### src/rtl/led_pkg.sv
// Shared definitions for the LED bank controller.
//   - Register address map for the 2-bit peripheral address.
//   - Reset defaults for the DUTY and PERIOD registers.
package led_pkg;

  localparam logic [1:0] ADDR_VALUE    = 2'd0;
  localparam logic [1:0] ADDR_BLINK_EN = 2'd1;
  localparam logic [1:0] ADDR_DUTY     = 2'd2;
  localparam logic [1:0] ADDR_PERIOD   = 2'd3;

  localparam int unsigned DEFAULT_PERIOD = 0;

  // Full brightness: all ones across the duty field.
  function automatic logic [7:0] default_duty(input int unsigned bits);
    logic [8:0] ones;
    ones = (9'd1 << bits) - 9'd1;
    return ones[7:0];
  endfunction

endpackage

### src/rtl/led_bank_ctrl_if.sv
// Simple peripheral write bus with readback.
//   in    : 16-bit write data
//   addr  : 2-bit register select
//   we    : write strobe
//   rdata : 16-bit combinational readback of the selected register
interface led_bank_ctrl_if;

  logic [15:0] in;
  logic [1:0]  addr;
  logic        we;
  logic [15:0] rdata;

  modport master (
    output in,
    output addr,
    output we,
    input  rdata
  );

  modport slave (
    input  in,
    input  addr,
    input  we,
    output rdata
  );

endinterface

### src/rtl/led_pwm_timebase.sv
// Timebase for the LED bank: clock prescaler, PWM counter and blink counter/phase.
//   clk, reset  : clock and synchronous active-high reset
//   duty        : PWM duty (0 = off, all ones = always on)
//   period      : blink period, in PWM periods minus one
//   pwm_on      : current PWM gate
//   blink_phase : blink phase, toggles after (period + 1) PWM wraps
module led_pwm_timebase #(
  parameter int unsigned PWM_BITS    = 4,
  parameter int unsigned PRESCALE    = 1000,
  parameter int unsigned PERIOD_BITS = 16
) (
  input  logic                   clk,
  input  logic                   reset,
  input  logic [PWM_BITS-1:0]    duty,
  input  logic [PERIOD_BITS-1:0] period,
  output logic                   pwm_on,
  output logic                   blink_phase
);

  localparam int unsigned PS_W = (PRESCALE > 1) ? $clog2(PRESCALE) : 1;
  localparam logic [PS_W-1:0] PS_LAST = PS_W'(PRESCALE - 1);

  logic [PS_W-1:0]        ps_cnt_q;
  logic [PWM_BITS-1:0]    pwm_cnt_q;
  logic [PERIOD_BITS-1:0] blink_cnt_q;
  logic                   blink_phase_q;
  logic                   tick;
  logic                   pwm_wrap;

  // With PRESCALE=1 the counter sits at 0 == PS_LAST, so tick is constant high.
  assign tick     = (ps_cnt_q == PS_LAST);
  assign pwm_wrap = tick && (pwm_cnt_q == '1);

  always_ff @(posedge clk) begin
    if (reset) begin
      ps_cnt_q      <= '0;
      pwm_cnt_q     <= '0;
      blink_cnt_q   <= '0;
      blink_phase_q <= 1'b1;
    end else begin
      ps_cnt_q <= tick ? '0 : ps_cnt_q + 1'b1;
      if (tick) begin
        pwm_cnt_q <= pwm_cnt_q + 1'b1;
      end
      if (pwm_wrap) begin
        // >= so a PERIOD lowered below the running count takes effect at once.
        if (blink_cnt_q >= period) begin
          blink_cnt_q   <= '0;
          blink_phase_q <= ~blink_phase_q;
        end else begin
          blink_cnt_q <= blink_cnt_q + 1'b1;
        end
      end
    end
  end

  always_comb begin
    if (duty == '0) begin
      pwm_on = 1'b0;
    end else if (duty == '1) begin
      pwm_on = 1'b1;
    end else begin
      pwm_on = (pwm_cnt_q < duty);
    end
  end

  assign blink_phase = blink_phase_q;

endmodule

### src/rtl/led_bank_ctrl.sv
// LED bank controller: bus-writable on/off pattern, per-LED blink enable,
// global PWM brightness and programmable blink period.
//   clk, reset : clock and synchronous active-high reset
//   bus        : write bus (in/addr/we) with combinational readback (rdata)
//   Led        : registered LED drive
module led_bank_ctrl
  import led_pkg::*;
#(
  parameter int unsigned NUM_LEDS    = 8,
  parameter int unsigned PWM_BITS    = 4,
  parameter int unsigned PRESCALE    = 1000,
  parameter int unsigned PERIOD_BITS = 16
) (
  input  logic                clk,
  input  logic                reset,
  led_bank_ctrl_if.slave      bus,
  output logic [NUM_LEDS-1:0] Led
);

  localparam logic [PWM_BITS-1:0]    DUTY_RST   = PWM_BITS'(default_duty(PWM_BITS));
  localparam logic [PERIOD_BITS-1:0] PERIOD_RST = PERIOD_BITS'(DEFAULT_PERIOD);

  logic [NUM_LEDS-1:0]    value_q;
  logic [NUM_LEDS-1:0]    blink_en_q;
  logic [PWM_BITS-1:0]    duty_q;
  logic [PERIOD_BITS-1:0] period_q;
  logic [NUM_LEDS-1:0]    led_q;
  logic [NUM_LEDS-1:0]    led_d;
  logic [15:0]            rdata;
  logic                   pwm_on;
  logic                   blink_phase;

  always_ff @(posedge clk) begin
    if (reset) begin
      value_q    <= '0;
      blink_en_q <= '0;
      duty_q     <= DUTY_RST;
      period_q   <= PERIOD_RST;
    end else if (bus.we) begin
      unique case (bus.addr)
        ADDR_VALUE:    value_q    <= bus.in[NUM_LEDS-1:0];
        ADDR_BLINK_EN: blink_en_q <= bus.in[NUM_LEDS-1:0];
        ADDR_DUTY:     duty_q     <= bus.in[PWM_BITS-1:0];
        ADDR_PERIOD:   period_q   <= bus.in[PERIOD_BITS-1:0];
        default:       ;
      endcase
    end
  end

  led_pwm_timebase #(
    .PWM_BITS    (PWM_BITS),
    .PRESCALE    (PRESCALE),
    .PERIOD_BITS (PERIOD_BITS)
  ) u_timebase (
    .clk         (clk),
    .reset       (reset),
    .duty        (duty_q),
    .period      (period_q),
    .pwm_on      (pwm_on),
    .blink_phase (blink_phase)
  );

  // Blink-enabled LEDs are gated off during the low blink phase.
  assign led_d = value_q & {NUM_LEDS{pwm_on}} & (~blink_en_q | {NUM_LEDS{blink_phase}});

  always_ff @(posedge clk) begin
    if (reset) begin
      led_q <= '0;
    end else begin
      led_q <= led_d;
    end
  end

  assign Led = led_q;

  always_comb begin
    rdata = '0;
    unique case (bus.addr)
      ADDR_VALUE:    rdata[NUM_LEDS-1:0]    = value_q;
      ADDR_BLINK_EN: rdata[NUM_LEDS-1:0]    = blink_en_q;
      ADDR_DUTY:     rdata[PWM_BITS-1:0]    = duty_q;
      ADDR_PERIOD:   rdata[PERIOD_BITS-1:0] = period_q;
      default:       rdata                  = '0;
    endcase
  end

  assign bus.rdata = rdata;

endmodule

### src/flat_wrapper.sv
// flat-port wrapper written by rule: the top's interface ports become plain ports
module led_bank_ctrl_flat import led_pkg::*;
#(
  parameter int unsigned NUM_LEDS    = 8,
  parameter int unsigned PWM_BITS    = 4,
  parameter int unsigned PRESCALE    = 1000,
  parameter int unsigned PERIOD_BITS = 16
)
  (clk, reset, Led, bus_in, bus_addr, bus_we, bus_rdata);
  led_bank_ctrl_if bus_i ();
  input  logic clk;
  input  logic reset;
  output logic [NUM_LEDS-1:0] Led;
  input wire logic [$bits(bus_i.in)-1:0] bus_in;
  input wire logic [$bits(bus_i.addr)-1:0] bus_addr;
  input wire logic [$bits(bus_i.we)-1:0] bus_we;
  output wire logic [$bits(bus_i.rdata)-1:0] bus_rdata;
  assign bus_i.in = bus_in;
  assign bus_i.addr = bus_addr;
  assign bus_i.we = bus_we;
  assign bus_rdata = bus_i.rdata;
  led_bank_ctrl #(.NUM_LEDS(NUM_LEDS), .PWM_BITS(PWM_BITS), .PRESCALE(PRESCALE), .PERIOD_BITS(PERIOD_BITS)) u_core (.clk(clk), .reset(reset), .bus(bus_i), .Led(Led));
endmodule
### config.mk
export PLATFORM = sky130hd
export DESIGN_NAME = led_bank_ctrl_flat
export DESIGN_NICKNAME = d
export VERILOG_FILES = /design/src/rtl/led_pkg.sv /design/src/rtl/led_bank_ctrl_if.sv /design/src/rtl/led_pwm_timebase.sv /design/src/rtl/led_bank_ctrl.sv /design/src/flat_wrapper.sv
export SDC_FILE = /design/constraint.sdc
export NUM_CORES = 1
export LEC_CHECK = 0
export CELL_PAD_IN_SITES_DETAIL_PLACEMENT = 1
export CELL_PAD_IN_SITES_GLOBAL_PLACEMENT = 1
export CORE_MARGIN = 5
export CORE_UTILIZATION = 35
export CTS_BUF_LIST = sky130_fd_sc_hd__clkbuf_16
export DETAILED_ROUTE_END_ITERATION = 7
export PLACE_DENSITY_LB_ADDON = 0.3
export REMOVE_ABC_BUFFERS = 1
export SLEW_MARGIN = 20
export SYNTH_ARGS = -nofsm -noshare
export SYNTH_HDL_FRONTEND = slang
export SYNTH_SLANG_ARGS = --single-unit
export TNS_END_PERCENT = 1
### constraint.sdc
create_clock -name clk -period 2.8 [get_ports clk]
set_input_delay 0.84 -clock clk [delete_from_list [all_inputs] [get_ports clk]]
set_output_delay 0.84 -clock clk [all_outputs]
set_load 0.01 [all_outputs]
# Yosys cells after proc, flatten, opt, wreduce, memory -nomap -nowiden
# Index checks and enable logic that the tools add are counted.
[word_totals] inputBits=21 mem_bits_rw=0 latch_bits=0 mem_bits_ro=0 mem_count=0 output_inout_bits=24 regBits=75
[op_classes] n_addsub=3 n_reduce_logical=9 div=0 bitwise=5 n_eq_ne=6 magnitude_cmp=2 n_mul=0 n_mux=6 n_shift=0
[op_table] op="adder 16 x 1 -> 16 bit, second input constant" count=1
[op_table] op="AND 8 bit" count=2
[op_table] op=">= comparator 16 bit" count=1
[op_table] op="2-to-1 mux 16 bit" count=1
[op_table] op="case mux 4 bit (4 select lines)" count=1
[op_table] op="case mux 4 bit (3 select lines)" count=1
[op_table] op="adder 10 x 1 -> 10 bit, second input constant" count=1
[op_table] op="equality test 10 bit, second input constant" count=1
[op_table] op="AND reduction 2 bit" count=5
[op_table] op="equality test 4 bit, second input constant" count=2
[op_table] op="2-to-1 mux 8 bit" count=1
[op_table] op="NOT 8 bit" count=1
[op_table] op="bitwise OR 8 bit" count=1
[op_table] op="adder 4 x 1 -> 4 bit, second input constant" count=1
[op_table] op="equality test 2 bit, second input constant" count=2
[op_table] op="logical NOT 4 bit" count=1
[op_table] op="< comparator 4 bit" count=1
[op_table] op="equality test 2 x 1 -> 1 bit, second input constant" count=1
[op_table] op="logical NOT 2 bit" count=1
[op_table] op="2-to-1 mux 1 bit" count=2
[op_table] op="OR reduction 2 bit" count=1
[op_table] op="logical AND 1 bit" count=1
[op_table] op="NOT 1 bit" count=1

# Depth between registers and ports, before layout
# Gate-level depths: netlist (run 1).
[depth] ltp_word=5 mapped_depth=10

# By module
# Synthesis (run 1) repeated with hierarchy kept, for this count alone.
[hier_totals] hier_cells=410 area_unflattened_um2=3868.7
[by_module_without_submodules] mod="led_bank_ctrl" seq_area_each_um2=880.8 area_per_inst_um2=2023.2 cells_per_inst=196 n_inst=1
[by_module_without_submodules] mod="led_pwm_timebase" seq_area_each_um2=620.6 area_per_inst_um2=1845.5 cells_per_inst=214 n_inst=1

# Worst setup path before layout (run 1)
# Ideal clock, no wire load.
[synth_timing] path_kind="input -> output" start="input port bus_addr[0]" end="output port bus_rdata[4]" path_slack_ns=0.058 stages=4 n_path_buf=2 arrival_ns=1.902 path_cell_list="clkbuf_1 clkbuf_1 mux2i_1 o21ai_0"
[synth_between] elab_chain_len=2 word_cells_on_any_way=4 classes_between="2 x eq/ne; 1 x mux; 1 x reduce/logical"
[synth_rtl] element="start, declared" line="flat_wrapper.sv:15" rtl="input wire logic [$bits(bus_i.addr)-1:0] bus_addr;"
[synth_rtl] element="equality test 2 bit, or another cell as far along" line="led_bank_ctrl.sv:78" rtl="unique case (bus.addr)"
[synth_rtl] element="case mux 4 bit (3 select lines) (*)" line="led_bank_ctrl.sv:78"
[synth_rtl] element="end, declared" line="flat_wrapper.sv:17" rtl="output wire logic [$bits(bus_i.rdata)-1:0] bus_rdata;"
# Every way passes the cells marked *; elsewhere a longest branch is shown, timed or not.

# Worst setup path after layout (run 1)
[layout_timing] start="input port bus_addr[0]" end="output port bus_rdata[7]"
# Same word-level chain as after synthesis.

==> flow_summary.ini, run 1 <==
[outcome]
outcome = completed

[die]
die_h_um = 112
num_io_pins = 45
dieArea_um2 = 12500
initial_core_util_pct = 35.6
die_w_um = 112
core_um2 = 10200
fp-row-count = 37

[critical_path]
cp_max_fo = 8
startpoint_type = input pin
required_ns = 1.96
cp-end-kind = output pin
max_stage_delay_ns = 0.26
worstSetupPathType = in2out
critical_path.slowest_cell = dlygate4sd2_1
path_cells = dlygate4sd2_1 -> buf_12 -> buf_6 -> mux2i_1 -> o21ai_0 -> clkdlybuf4s15_1
crit_arrival_ns = 1.91

[job]
cap_violations = 0

[sta]
min_period_ns = 2.75
max_freq_mhz = 364
rsz0062_at_grt = true
skew_ns = 0.00509
final-hold-violation-count = 0
maxSlewViolCount = 0
finalCritPeriodShare_pct = 98.1
hold_ws_ns = 0.456
max_slew_margin_pct = 52.4
setup_viol = 0
tightest_slew_ns = 0.709

[clocking]
cts_tree = yes
clock-sinks = 75
hold_buffers = 0
numCtsBuffers = 9
cts_max_level = 3
insertion_delay_ns = 0.33
ctsRootBufferMaster = clkbuf_16
path_clk_slew_ns = 0.06
post_cts_buffers = 0
cts_buffer_depth = 2

[yosys]
yosys_warnings = 0
async_reset_ff_share_pct = 0
synth_edf_count = 0
synth_top_family_by_area = simple AND/OR/NAND/NOR gates
seq_area_frac_synth_pct = 41.5
synthMostInstantiatedCell = dfxtp_1
synth.area.mux_share_pct = 8.57
syn_avg_cell_area_um2 = 8.62
synth_common_cells = dfxtp_1 (75), nor2_1 (57), nand2_1 (53)
synth_cell_types = 40
synth-simple-area-share_pct = 21.3
synth-compound-area-share_pct = 9.19
syn_area_um2 = 3620
synth_top_cell_area_share_pct = 41.5
synth_area_leader_cell = dfxtp_1
synth_xor_area_share_pct = 6.29
ys_top_cells_by_area = dfxtp_1 (41%), ha_1 (7.6%), mux2i_1 (6.1%), nor2_1 (5.9%), nand2_1 (5.5%)
ys.flop_type = dfxtp_1
synth-adder-area-share_pct = 7.60
netlist_instances = 420
yosys_register_bits = 75

[pwr]
power.density_nw_per_um2 = 555
ir_drop_mv = 0.239
leakage_nw = 1.88

[detailed_routing]
ant_nets = 0
drt_iter0_drc = 111
firstDrtPassIters = 4
dr_total_vias = 2992
drt_wl_total_mm = 9.58
wire_per_inst_um = 15.7
vias_per_cell = 4.89
drc = 0

[placed_design]
hpwl_mm = 7.02
io_buffers = 44
routabilityCongestion = 0.779

[global_routing]
grt_max_degree = 48
antenna_found_initial = 0
grt.total_usage_pct = 16.3
grt_pass1_wl_mm = 16.4
overflow = 0
grt_pass1_vias = 3269

[finish]
areaGrowthSynthToFinish_pct = 26.2
multiInputGateArea_um2 = 1920
post-route-util_pct = 44.9
seq_area_um2 = 1500
final.fill_count = 1226
drive_gt1_share_pct = 9.66
nNetsFinal = 514
antenna_cells = 0

[hold_path]
hp-class = reg2reg
## state kept, by name, indices dropped and copies added (netlist names)
| register | cells |
|---|---|
| u_core.u_timebase.ps_cnt_q | 10 |
| u_core.Led | 8 |
| u_core.u_timebase.pwm_cnt_q | 4 |
| u_core.period_q | 16 |
| u_core.duty_q | 4 |
| u_core.value_q | 8 |
| u_core.u_timebase.blink_phase | 1 |
| u_core.u_timebase.blink_cnt_q | 16 |
| u_core.blink_en_q | 8 |
## critical path, delay by kind of cell
kind / cells / cell delay, ns
mux: 1 / 0.10
buf+inv: 4 / 0.80
compound gates: 1 / 0.16
## stage by stage
stage,power [W],area (um2),instances,setup TNS [ns],setup WS [ns]
after global placement,0.00133,4270,595,-6.86,-0.510
after global routing,0.00264,4570,612,-0.0119,-0.0119
final,0.00254,4570,612,0,0.0535
after floorplan,0.00122,3540,402,0,0.591
after CTS,0.00258,4570,612,0,0.000790
after detailed placement,0.00134,4270,595,-7.20,-0.541
## worst paths after layout
path	from	endpoint	slack, ns	cells past startpoint
setup reg to reg	u_core.u_timebase.blink_cnt_q[0]	u_core.u_timebase.blink_cnt_q[10]	0.43	8
setup / recovery	bus_addr[0]	bus_rdata[7]	0.05	6
hold / removal	u_core.u_timebase.ps_cnt_q[0]	u_core.u_timebase.ps_cnt_q[0]	0.46	1
hold reg to reg	u_core.u_timebase.ps_cnt_q[0]	u_core.u_timebase.ps_cnt_q[0]	0.46	1
## layout by cell type (no fill, tap or decap), types with 3 or more instances in the layout
cell type / synthesis / routed
a21o_1: 3 / 3
a21oi_1: 31 / 31
and3_1: 10 / 10
buf_2: 0 / 5
buf_4: 0 / 9
clkbuf_16: 0 / 9
clkdlybuf4s50_1: 0 / 26
dfxtp_1: 75 / 75
dlygate4sd2_1: 0 / 11
ha_1: 22 / 22
inv_1: 32 / 32
mux2i_1: 22 / 22
mux4_2: 4 / 4
nand2_1: 53 / 53
nand2b_1: 6 / 6
nand3_1: 8 / 8
nand3b_1: 3 / 3
nand4_1: 7 / 7
nor2_1: 57 / 57
o21ai_0: 17 / 16
xnor2_1: 16 / 16
xor2_1: 10 / 10
## metal layers
layer / up-vias / track usage, % / routed length (um)
met1: 1435 / 19.8 / 4470
met5: - / 0 / 0
met2: 40 / 28.7 / 4740
li1: 1509 / - / -
met4: 0 / 4.79 / 93
met3: 8 / 3.75 / 273
## layout make-up
class / instances / area share, %
clock buffers: 9 / 4.93
inverters: 32 / 2.63
well taps: 136 / 3.73
clock inverters: 7 / 2.00
repair buffers: 58 / 11.9
multi-input cells: 295 / 42.0
flip-flops and latches: 75 / 32.9
## power by group
part | switching [W] | total (W) | leakage, nW | internal (W)
Sequential | 0.0000189 | 0.00111 | 0.608 | 0.00109
Clock | 0.000447 | 0.00122 | 0.147 | 0.000777
Combinational | 0.000105 | 0.000201 | 1.13 | 0.0000961
Total | 0.000570 | 0.00254 | 1.88 | 0.00196
## repair_timing
item                       4_1_cts  5_1_grt
resized for setup               34        4
pin swaps                        0        0
gates cloned                     1        0
setup endpoints to repair       16        4
## kinds of logic after synthesis
family	Yosys count
AND/OR/NAND/NOR	161
buffers and inverters	50
AO/OA/AOI/OAI	60
adder cells (fa/ha/maj)	22
multiplexers	26
XOR/XNOR	26
flip-flops	75
(Power assumes the default switching activity.)
==> run 2: changes to the inputs <==
GPL_TIMING_DRIVEN = 0   (was not set)
clock period = 2.2 ns   (was 2.8 ns; I/O delays follow)
==> run 2 against run 1 <==
Against the previous run: final cell count shrank 0.49%; count of clock-buffer cells in the layout did not move; critical endpoint is now bus_rdata[3]; combinational power is 33% higher; critical path type unchanged; global-route usage fell by 0.78 points.
==> flow_summary.ini, run 2 (same netlist as run 1, synthesis figures left out) <==
[critical_path]
max_stage_delay_ns = 0.52
r2r_slack_ns = 0.06
critical_path.slowest_cell = mux4_2
reg2reg_depth = 8
worstSetupPathType = in2out
r2r_start = u_core.u_timebase.blink_cnt_q[0]
cp-end-kind = output pin
path_cells = buf_16 -> mux4_2 -> buf_2
rr_endpoint = u_core.u_timebase.blink_cnt_q[0]
required_ns = 1.54
cp-startpoint = bus_addr[0]
cp_max_fo = 21
startpoint_type = input pin
crit_arrival_ns = 1.49

[finish]
multiInputGateArea_um2 = 2010
layout_commonest_cell = dfxtp_1
areaGrowthSynthToFinish_pct = 27.9
layout_common_cells = dfxtp_1 (69), nand2_1 (53), nor2_1 (52)
nNetsFinal = 511
drive_gt1_share_pct = 13.7
final_cells = 609
final.fill_count = 1207
seq_area_um2 = 1510
reg.largest.list = u_core.period_q (16), u_core.u_timebase.blink_cnt_q (16), u_core.u_timebase.ps_cnt_q (10)
antenna_cells = 0

[outcome]
outcome = completed

[global_routing]
grt_pass1_vias = 3239
antenna_found_initial = 0
overflow = 0
grt.total_usage_pct = 15.5
grt_max_degree = 37
grt_pass1_wl_mm = 15.8

[sta]
fin_ws_ns = 0.0470
finalCritPeriodShare_pct = 97.9
setup_viol = 0
tightest_slew_ns = 0.715
maxSlewViolCount = 0
max_slew_margin_pct = 51.9
skew_ns = 0.00594
setup_tns_ns = 0
final-hold-violation-count = 0
min_period_ns = 2.15
max_freq_mhz = 464

[detailed_routing]
vias_per_cell = 4.95
wl_met1_mm = 4.21
wire_per_inst_um = 15.9
dr_total_vias = 3016
firstDrtPassIters = 4
topRoutingLayerUsed = met4
drc = 0
wl_met2_mm = 4.98
drt_wl_total_mm = 9.69
ant_nets = 0
wl_met3_um = 348
drt_iter0_drc = 104

[hold_path]
hold_start = u_core.u_timebase.ps_cnt_q[0]
hp-class = reg2reg
min_to = u_core.u_timebase.ps_cnt_q[0]
holdPathStages = 1

[clocking]
cts_tree = yes
cts_buffer_depth = 2
cts_max_level = 3
numCtsBuffers = 9
clock-sinks = 75
hold_buffers = 0
insertion_delay_ns = 0.33
path_clk_slew_ns = 0.06
ctsRootBufferMaster = clkbuf_16

[die]
core_um2 = 10200
die_w_um = 112
dieArea_um2 = 12500
die_h_um = 112
fp-row-count = 37
num_io_pins = 45
initial_core_util_pct = 35.6

[job]
cap_violations = 0

[placed_design]
hpwl_mm = 6.81
numPlacedInstances = 584
io_buffers = 44
routabilityCongestion = 0.744
post-place-ws_ns = -1.41

[pwr]
ir_drop_mv = 0.370
leakage_nw = 1.94
power.density_nw_per_um2 = 678
[run 2: layout make-up]
type	instances	share of cell area, %
well taps	136	3.67
clock buffers	9	4.86
inverters	32	2.59
multi-input cells	296	43.4
clock inverters	7	1.46
repair buffers	54	11.3
flip-flops and latches	75	32.6
[run 2: timing repair]
action | CTS | global route
pin swaps | 0 | 8
buffers inserted | 0 | 8
endpoints found under the setup margin | 68 | 19
cloned | 0 | 1
resized for setup | 49 | 21
[run 2: through the flow]
step,hold WS (ns),power [W],area [um2],utilization [%]
floorplan,0.418,0.00155,3540,-
global placement,0.428,0.00168,4150,40.7
detailed placement,0.438,0.00169,4180,41.0
CTS,0.452,0.00315,4480,43.9
global route,0.482,0.00327,4630,45.5
finish,0.448,0.00314,4630,45.5
[run 2: power breakdown]
| part | switching [W] | internal [W] | total [W] |
|---|---|---|---|
| Sequential | 0.0000221 | 0.00139 | 0.00141 |
| Clock | 0.000586 | 0.000874 | 0.00146 |
| Combinational | 0.000138 | 0.000129 | 0.000268 |
| Total | 0.000746 | 0.00239 | 0.00314 |
[run 2: per-layer routing]
| layer | vias to the layer above | GRT usage (%) |
|---|---|---|
| li1 | 1499 | - |
| met1 | 1459 | 18.1 |
| met2 | 46 | 27.3 |
| met3 | 12 | 4.35 |
| met4 | 0 | 5.43 |
| met5 | - | 0 |
[run 2: worst max-delay path by stage]
stage	cells after the start	end	slack, ns
floorplan	8	u_core.u_timebase.blink_cnt_q[0]	-0.009
global placement	4	u_core.value_q[7]	-1.57
detailed placement	3	bus_rdata[1]	-1.41
CTS	7	u_core.u_timebase.blink_cnt_q[14]	-0.09
global route	8	u_core.u_timebase.blink_cnt_q[8]	-0.1
finish	3	bus_rdata[3]	0.05
[run 2: worst max-delay path: cells and delay by family]
family	cells	cell delay, ns
mux	1	0.52
buf+inv	2	0.30
